--- config.mk ---
export PLATFORM = sky130hd
export DESIGN_NAME = beta_imem_arbiter
export DESIGN_NICKNAME = d
export VERILOG_FILES = /design/src/rtl/beta_imem_arb_pkg.sv /design/src/rtl/beta_rr_picker.sv /design/src/rtl/beta_imem_arbiter.sv
export SDC_FILE = /design/constraint.sdc
export NUM_CORES = 1
export LEC_CHECK = 0
export CAP_MARGIN = 10
export CELL_PAD_IN_SITES_DETAIL_PLACEMENT = 1
export CELL_PAD_IN_SITES_GLOBAL_PLACEMENT = 2
export CORE_UTILIZATION = 14
export CTS_CLUSTER_DIAMETER = 50
export DETAILED_ROUTE_END_ITERATION = 10
export GPL_TIMING_DRIVEN = 0
export PLACE_DENSITY = 0.85
export SLEW_MARGIN = 10
export SYNTH_ARGS = -nofsm -noshare
export SYNTH_HDL_FRONTEND = slang
export SYNTH_SLANG_ARGS = --single-unit
--- constraint.sdc ---
create_clock -name clk_i -period 1.2 [get_ports clk_i]
set_input_delay 0.12 -clock clk_i [delete_from_list [all_inputs] [get_ports clk_i]]
set_output_delay 0.12 -clock clk_i [all_outputs]
set_load 0.05 [all_outputs]
--- src/rtl/beta_imem_arb_pkg.sv ---
// ============================================================================
// Module   : beta_imem_arb_pkg
// Brief    : Shared state encoding for the instruction-memory arbiter.
// Revision : 1.0 - initial release
// ============================================================================
`default_nettype none

package beta_imem_arb_pkg;

  localparam int arb_fsm_bsize = 2;

  typedef logic [arb_fsm_bsize-1:0] arb_state_t;

  localparam arb_state_t ARB_IDLE = 2'd0;
  localparam arb_state_t ARB_WRDY = 2'd1;
  localparam arb_state_t ARB_WVLD = 2'd2;

endpackage

`default_nettype wire

--- src/rtl/beta_rr_picker.sv ---
// ============================================================================
// Module   : beta_rr_picker
// Brief    : Combinational round-robin picker; scans from i_last+1 with wrap.
// Revision : 1.0 - initial release
// ============================================================================
`default_nettype none

module beta_rr_picker #(
  parameter int NumReq = 2,
  parameter int IdxW   = $clog2(NumReq)
) (
  input  logic [NumReq-1:0] i_req,
  input  logic [IdxW-1:0]   i_last,
  output logic [NumReq-1:0] o_gnt,
  output logic [IdxW-1:0]   o_idx,
  output logic              o_any
);

  always_comb begin
    o_gnt = '0;
    o_idx = '0;
    o_any = 1'b0;
    for (int i = 1; i <= NumReq; i++) begin : g_scan
      logic [IdxW-1:0] w_k;
      w_k = IdxW'((int'(i_last) + i) % NumReq);
      if (!o_any && i_req[w_k]) begin
        o_any      = 1'b1;
        o_gnt[w_k] = 1'b1;
        o_idx      = w_k;
      end
    end
  end

endmodule

`default_nettype wire

--- src/rtl/beta_imem_arbiter.sv ---
// ============================================================================
// Module   : beta_imem_arbiter
// Brief    : Round-robin arbiter sharing one imem port, one transaction in flight.
//            Optional WVLD timeout enabled by macro BETA_IMEM_ARB_TIMEOUT_EN.
// Revision : 1.0 - initial release
// ============================================================================
`default_nettype none

module beta_imem_arbiter
  import beta_imem_arb_pkg::*;
#(
  parameter int NumReq        = 2,
  parameter int AddrWidth     = 32,
  parameter int DataWidth     = 32,
  parameter int TimeoutCycles = 64
) (
  input  logic                        clk_i,
  input  logic                        rstn_i,
  input  logic [NumReq-1:0]           arb_req_i,
  input  logic [NumReq*AddrWidth-1:0] arb_addr_i,
  output logic [NumReq-1:0]           arb_ready_o,
  output logic [NumReq-1:0]           arb_valid_o,
  output logic [DataWidth-1:0]        arb_rdata_o,
  output logic                        arb_busy_o,
  output logic                        mem_req_o,
  output logic [AddrWidth-1:0]        mem_addr_o,
  input  logic                        mem_ready_i,
  input  logic                        mem_valid_i,
  input  logic [DataWidth-1:0]        mem_rdata_i
`ifdef BETA_IMEM_ARB_TIMEOUT_EN
  ,
  output logic [NumReq-1:0]           arb_err_o
`endif
);

  localparam int IdxW = $clog2(NumReq);

  if (NumReq < 2 || NumReq > 8 || TimeoutCycles < 2) begin : g_param_check
    $error("beta_imem_arbiter: NumReq must be 2..8 and TimeoutCycles >= 2");
  end

  arb_state_t            r_state;
  logic [NumReq-1:0]     r_grant;
  logic [IdxW-1:0]       r_last;
  logic                  r_mem_req;
  logic [AddrWidth-1:0]  r_mem_addr;
  logic                  r_busy;

  logic [NumReq-1:0]     w_gnt;
  logic [IdxW-1:0]       w_idx;
  logic                  w_any;
  logic [AddrWidth-1:0]  w_sel_addr;

  beta_rr_picker #(
    .NumReq (NumReq),
    .IdxW   (IdxW)
  ) u_picker (
    .i_req  (arb_req_i),
    .i_last (r_last),
    .o_gnt  (w_gnt),
    .o_idx  (w_idx),
    .o_any  (w_any)
  );

  // Grant is one-hot, so OR-ing the gated slices yields the winner's address.
  always_comb begin
    w_sel_addr = '0;
    for (int k = 0; k < NumReq; k++) begin
      if (w_gnt[k]) begin
        w_sel_addr = w_sel_addr | arb_addr_i[k*AddrWidth +: AddrWidth];
      end
    end
  end

`ifdef BETA_IMEM_ARB_TIMEOUT_EN
  localparam int CntW = $clog2(TimeoutCycles);
  logic [CntW-1:0]   r_cnt;
  logic [NumReq-1:0] r_err;
  assign arb_err_o = r_err;
`endif

  always_ff @(posedge clk_i) begin
    if (!rstn_i) begin
      r_state    <= ARB_IDLE;
      r_grant    <= '0;
      r_last     <= IdxW'(NumReq - 1);
      r_mem_req  <= 1'b0;
      r_mem_addr <= '0;
      r_busy     <= 1'b0;
`ifdef BETA_IMEM_ARB_TIMEOUT_EN
      r_cnt      <= '0;
      r_err      <= '0;
`endif
    end else begin
`ifdef BETA_IMEM_ARB_TIMEOUT_EN
      r_err <= '0;
`endif
      case (r_state)
        ARB_IDLE: begin
          if (w_any) begin
            r_grant    <= w_gnt;
            r_last     <= w_idx;
            r_mem_addr <= w_sel_addr;
            r_mem_req  <= 1'b1;
            r_busy     <= 1'b1;
            r_state    <= ARB_WRDY;
          end
        end
        ARB_WRDY: begin
          if (mem_ready_i) begin
            r_mem_req <= 1'b0;
            r_state   <= ARB_WVLD;
`ifdef BETA_IMEM_ARB_TIMEOUT_EN
            r_cnt     <= '0;
`endif
          end
        end
        ARB_WVLD: begin
          if (mem_valid_i) begin
            r_busy  <= 1'b0;
            r_state <= ARB_IDLE;
          end
`ifdef BETA_IMEM_ARB_TIMEOUT_EN
          else if (r_cnt == CntW'(TimeoutCycles - 1)) begin
            r_err   <= r_grant;
            r_busy  <= 1'b0;
            r_state <= ARB_IDLE;
          end else begin
            r_cnt <= r_cnt + 1'b1;
          end
`endif
        end
        default: begin
          r_mem_req <= 1'b0;
          r_busy    <= 1'b0;
          r_state   <= ARB_IDLE;
        end
      endcase
    end
  end

  assign mem_req_o   = r_mem_req;
  assign mem_addr_o  = r_mem_addr;
  assign arb_busy_o  = r_busy;
  assign arb_ready_o = r_grant & {NumReq{(r_state == ARB_WRDY) & mem_ready_i}};
  assign arb_valid_o = r_grant & {NumReq{(r_state == ARB_WVLD) & mem_valid_i}};
  assign arb_rdata_o = (|arb_valid_o) ? mem_rdata_i : '0;

endmodule

`default_nettype wire

==> flow_summary.rst <==
.. list-table::
   :header-rows: 1

   * - Metric
     - Value
   * - Ant diodes
     - 0
   * - Total half-perimeter wirelength after legalization and detailed placement
     - 8042 um
   * - Distinct cell type count of the synthesized netlist
     - 28
   * - Capture instance of the worst register-to-register path
     - mem_addr_o[14]
   * - Number of antenna-violating nets in the routed design
     - 0
   * - Crit path max-delay cell type
     - sky130_fd_sc_hd__dfxtp_4
   * - Floorplan row count
     - 43
   * - Total Nets Final
     - 550
   * - Die boundary height
     - 121.7 um
   * - Hold Crit Class
     - in -> reg
   * - Part of the total power dissipated in the clock network
     - 0.282
   * - Worst path cell trace
     - and3b_2 > o21a_4 > buf_8 > and2_4 > buf_8
   * - Number of fill cells
     - 1549
   * - Switching power
     - 0.001668 W
   * - Clock Root Buffer
     - sky130_fd_sc_hd__clkbuf_16
   * - Total routed wirelength
     - 11050 um
   * - Share of power burned in registers
     - 0.323
   * - Endpoint class of the critical path
     - output port
   * - Later-pin clock latency in the skew report
     - 290 ps
   * - Synth Area per Inst
     - 7.840 sq um
   * - Final weighted congestion in routability-driven placement
     - 0.6995
   * - Number of I/O pins
     - 172
   * - Pin count of the biggest net entering global routing
     - 13
   * - Via Count
     - 2747
   * - Core region area
     - 13930 sq um
   * - Final worst-path cycle share
     - 1.385
   * - Number of storage elements in the synthesis netlist
     - 39
   * - Largest driver fanout on the critical path
     - 8
   * - Synthesis Warnings
     - 0
   * - Internal power
     - 0.003039 W
   * - Die footprint
     - 14820 sq um
   * - Effective utilization at floorplan
     - 0.1440
   * - Power after layout
     - 0.004707 W
   * - Fraction of final layout cells with drive strength greater than 1
     - 0.4410
   * - Post-DP Area
     - 4063 sq um
   * - Max-slew violation count
     - 0
   * - CTS sink count
     - 39
   * - Number of buffer cells added on primary ports
     - 171
   * - Arrival @ worst endpoint
     - 1540 ps
   * - Category of the worst setup path launch point
     - register
   * - Required @ worst endpoint
     - 1080 ps
   * - Max cap viols
     - 0
   * - Wirelength per Cell
     - 17.57 um
   * - Critical setup path kind
     - reg -> out
   * - Avg Vias per Cell
     - 4.367
   * - Post-detailed-route DRC marker count
     - 0
   * - Total of hold buffers inserted after clock tree synthesis
     - 0
   * - Setup slack of the worst register-to-register path
     - -190 ps
   * - Pre-CTS setup slack
     - -1209 ps
   * - Final setup slack of the worst path
     - -461.6 ps
   * - Count of endpoints failing hold in the final timing report
     - 0
   * - Worst slew pin tran
     - 552.6 ps
   * - Final cell count without fillers
     - 629
   * - Final standard cell utilization of the core
     - 0.3503
   * - Violated checks
     - setup timing
   * - Mapped Cells
     - 256
   * - Clock Pin Slew Worst Setup and Hold Paths
     - 60 ps
   * - Width of the die
     - 121.7 um
   * - Sw Share
     - 0.3544
   * - Cell count of the worst hold path
     - 3
   * - Overflow after GRT
     - 0
   * - TritonCTS clock tree
     - done
   * - Fraction of the yosys area taken by sequential cells
     - 0.3890
   * - Endpoint of the most critical setup path
     - arb_rdata_o[26]
   * - Synthesized net count
     - 358
   * - Setup skew after layout
     - 6.675 ps
   * - Highest Clock Rate
     - 0.6018 GHz
   * - Netlist area before placement
     - 2007 sq um
   * - Power per Cell Area
     - 964.3 nW/um^2
   * - Max clock buf depth
     - 2
   * - Critical Path Max Stage Delay
     - 340 ps
   * - Area taken by multi-input logic gates
     - 1354 sq um
   * - Unrepaired setup endpoints after global routing
     - yes
   * - Status
     - finished with violations
   * - Critical R2R Launch
     - r_state[1]
   * - Max-Slew Margin vs Limit
     - 0.6316
   * - Number of setup violations in the final report
     - 73
   * - Antenna violations before repair
     - 0
   * - Wire length of the first global-routing pass
     - 16360 um
   * - Post-layout instance area
     - 4881 sq um
   * - Maximum vdd ir drop
     - 457.1 uV
   * - Final period demand of the worst path
     - 1662 ps
   * - Worst path most repeated cell
     - sky130_fd_sc_hd__buf_8
   * - Area added between synthesis and finish
     - 143.2%
   * - Placed Cells
     - 607
   * - Crit path from
     - r_state[0]
   * - Overall global routing resource usage
     - 0.1459
   * - Combined flip-flop and latch cell area
     - 785.8 sq um
   * - Iteration-0 DRC count of the detailed router
     - 70
   * - Portion of total power attributed to combinational logic
     - 0.395
   * - Number of cells on the worst reg-to-reg path
     - 6
   * - Via count of the first global-routing pass
     - 2989
   * - CTS H-Tree Depth
     - 2
   * - Standby leakage power
     - 1.840 nW
   * - First-pass iteration count of the detailed router
     - 4
   * - Number of CTS-inserted buffers
     - 5
[registers in the layout, summed over array words and instances, names as in the netlist]
name	flops
mem_addr_o	32
r_grant	2
mem_req_o	1
r_last	1
r_state	2
arb_busy_o	1
[placed cells by master, fill, tap and decap left out, types with 4 or more instances in the layout]
master,count
sky130_fd_sc_hd__a21oi_1,4
sky130_fd_sc_hd__clkdlybuf4s15_2,32
sky130_fd_sc_hd__buf_2,4
sky130_fd_sc_hd__nand3_1,57
sky130_fd_sc_hd__buf_4,10
sky130_fd_sc_hd__and2_4,33
sky130_fd_sc_hd__buf_6,10
sky130_fd_sc_hd__clkbuf_16,8
sky130_fd_sc_hd__clkdlybuf4s50_1,99
sky130_fd_sc_hd__a31oi_1,29
sky130_fd_sc_hd__o21ai_2,29
sky130_fd_sc_hd__buf_8,43
sky130_fd_sc_hd__dfxtp_1,37
sky130_fd_sc_hd__clkbuf_2,4
[synth_stat cells]
library cell               number  area (sq um)
sky130_fd_sc_hd__a211oi_1       3         22.52
sky130_fd_sc_hd__a22oi_1        1         7.510
sky130_fd_sc_hd__nor3b_2        1         12.51
sky130_fd_sc_hd__a31oi_1       29         181.4
sky130_fd_sc_hd__clkinv_1       1         3.750
sky130_fd_sc_hd__or2_2          1         6.260
sky130_fd_sc_hd__dfxtp_1       39         780.8
sky130_fd_sc_hd__clkbuf_1       8         30.03
sky130_fd_sc_hd__o21ai_0       27         135.1
sky130_fd_sc_hd__nor3b_1        2         15.01
sky130_fd_sc_hd__o211ai_1       1         7.510
sky130_fd_sc_hd__nor2_2         2         12.51
sky130_fd_sc_hd__o21a_1         2         15.01
sky130_fd_sc_hd__buf_2         11         55.05
sky130_fd_sc_hd__and2_1        36         225.2
sky130_fd_sc_hd__nand3_1       58         290.3
sky130_fd_sc_hd__or2_1          1         6.260
sky130_fd_sc_hd__nor2_1         4         15.01
sky130_fd_sc_hd__or3b_2         1         8.760
sky130_fd_sc_hd__nand2_1        1         3.750
sky130_fd_sc_hd__and3b_1        2         17.52
sky130_fd_sc_hd__a21oi_1        4         20.02
sky130_fd_sc_hd__o211a_1        2         20.02
sky130_fd_sc_hd__clkbuf_2       8         40.04
sky130_fd_sc_hd__nand2b_1       2         12.51
sky130_fd_sc_hd__a21boi_2       1         11.26
sky130_fd_sc_hd__a32oi_1        3         26.28
sky130_fd_sc_hd__o21ai_1        5         25.02
[power by group through the flow]
stage	Combinational [W]	Sequential [W]	Clock, W
3_5_place_dp	0.00164	0.00152	0
4_1_cts	0.00167	0.00151	0.00137
6_report	0.00186	0.00152	0.00133
3_3_place_gp	0.00161	0.00152	0
5_1_grt	0.00198	0.00154	0.00143
2_1_floorplan	0.000478	0.00190	0
[cells by family after synthesis]
group,after synthesis,synth area share
AOI/OAI and AO/OA,78,0.2350
buffers and inverters,28,0.06421
DFF,39,0.3890
and+or+nand+nor,111,0.3117
[how the worst min path moves through the flow]
stage	startpoint	to	slack, ps
after global placement	mem_addr_o[30]	mem_addr_o[30]	470
after global routing	arb_addr_i[53]	mem_addr_o[21]	420
after detailed placement	mem_addr_o[8]	mem_addr_o[8]	480
final	arb_addr_i[0]	mem_addr_o[0]	410
after floorplan	rstn_i	r_last	210
after CTS	arb_addr_i[4]	mem_addr_o[4]	410
[critical path: cells and delay by family (launching register included)]
family	cells	cell delay, ps
AO/OA/AOI/OAI	1	240
AND/OR/NAND/NOR	2	400
buffers and inverters	2	270
flip-flops	1	340
[final cells by class]
class	count	area share
tap	180	0.04614
clock inverter	2	0.002563
sequential	39	0.1610
timing repair buffer	187	0.4373
buffer	25	0.04819
clock buffer	6	0.02640
multi-input combinational	189	0.2774
inverter	1	0.001025
[metal layers]
layer	global-route usage	wire, um	share of wire	vias up
met5	0	0	0	-
met4	0.03781	68	0.0062	0
li1	-	-	-	1321
met2	0.2784	5767	0.52	121
met3	0.05150	1023	0.093	6
met1	0.1490	4190	0.38	1299
[timing repair]
item                                    4_1_cts  5_1_grt
endpoints found under the setup margin      109       74
gates cloned                                  3        4
resized for setup                           426       79
pin swaps                                     3       57
setup buffers                                 5        4
[per-stage QoR]
stage	setup TNS, ps	hold slack (ps)
2_1_floorplan	-4565	208.9
3_5_place_dp	-65020	482.4
3_3_place_gp	-62480	474.8
6_report	-21100	411.6
5_1_grt	-25240	423.4
4_1_cts	-28250	410.3
(Power assumes the default switching activity.)
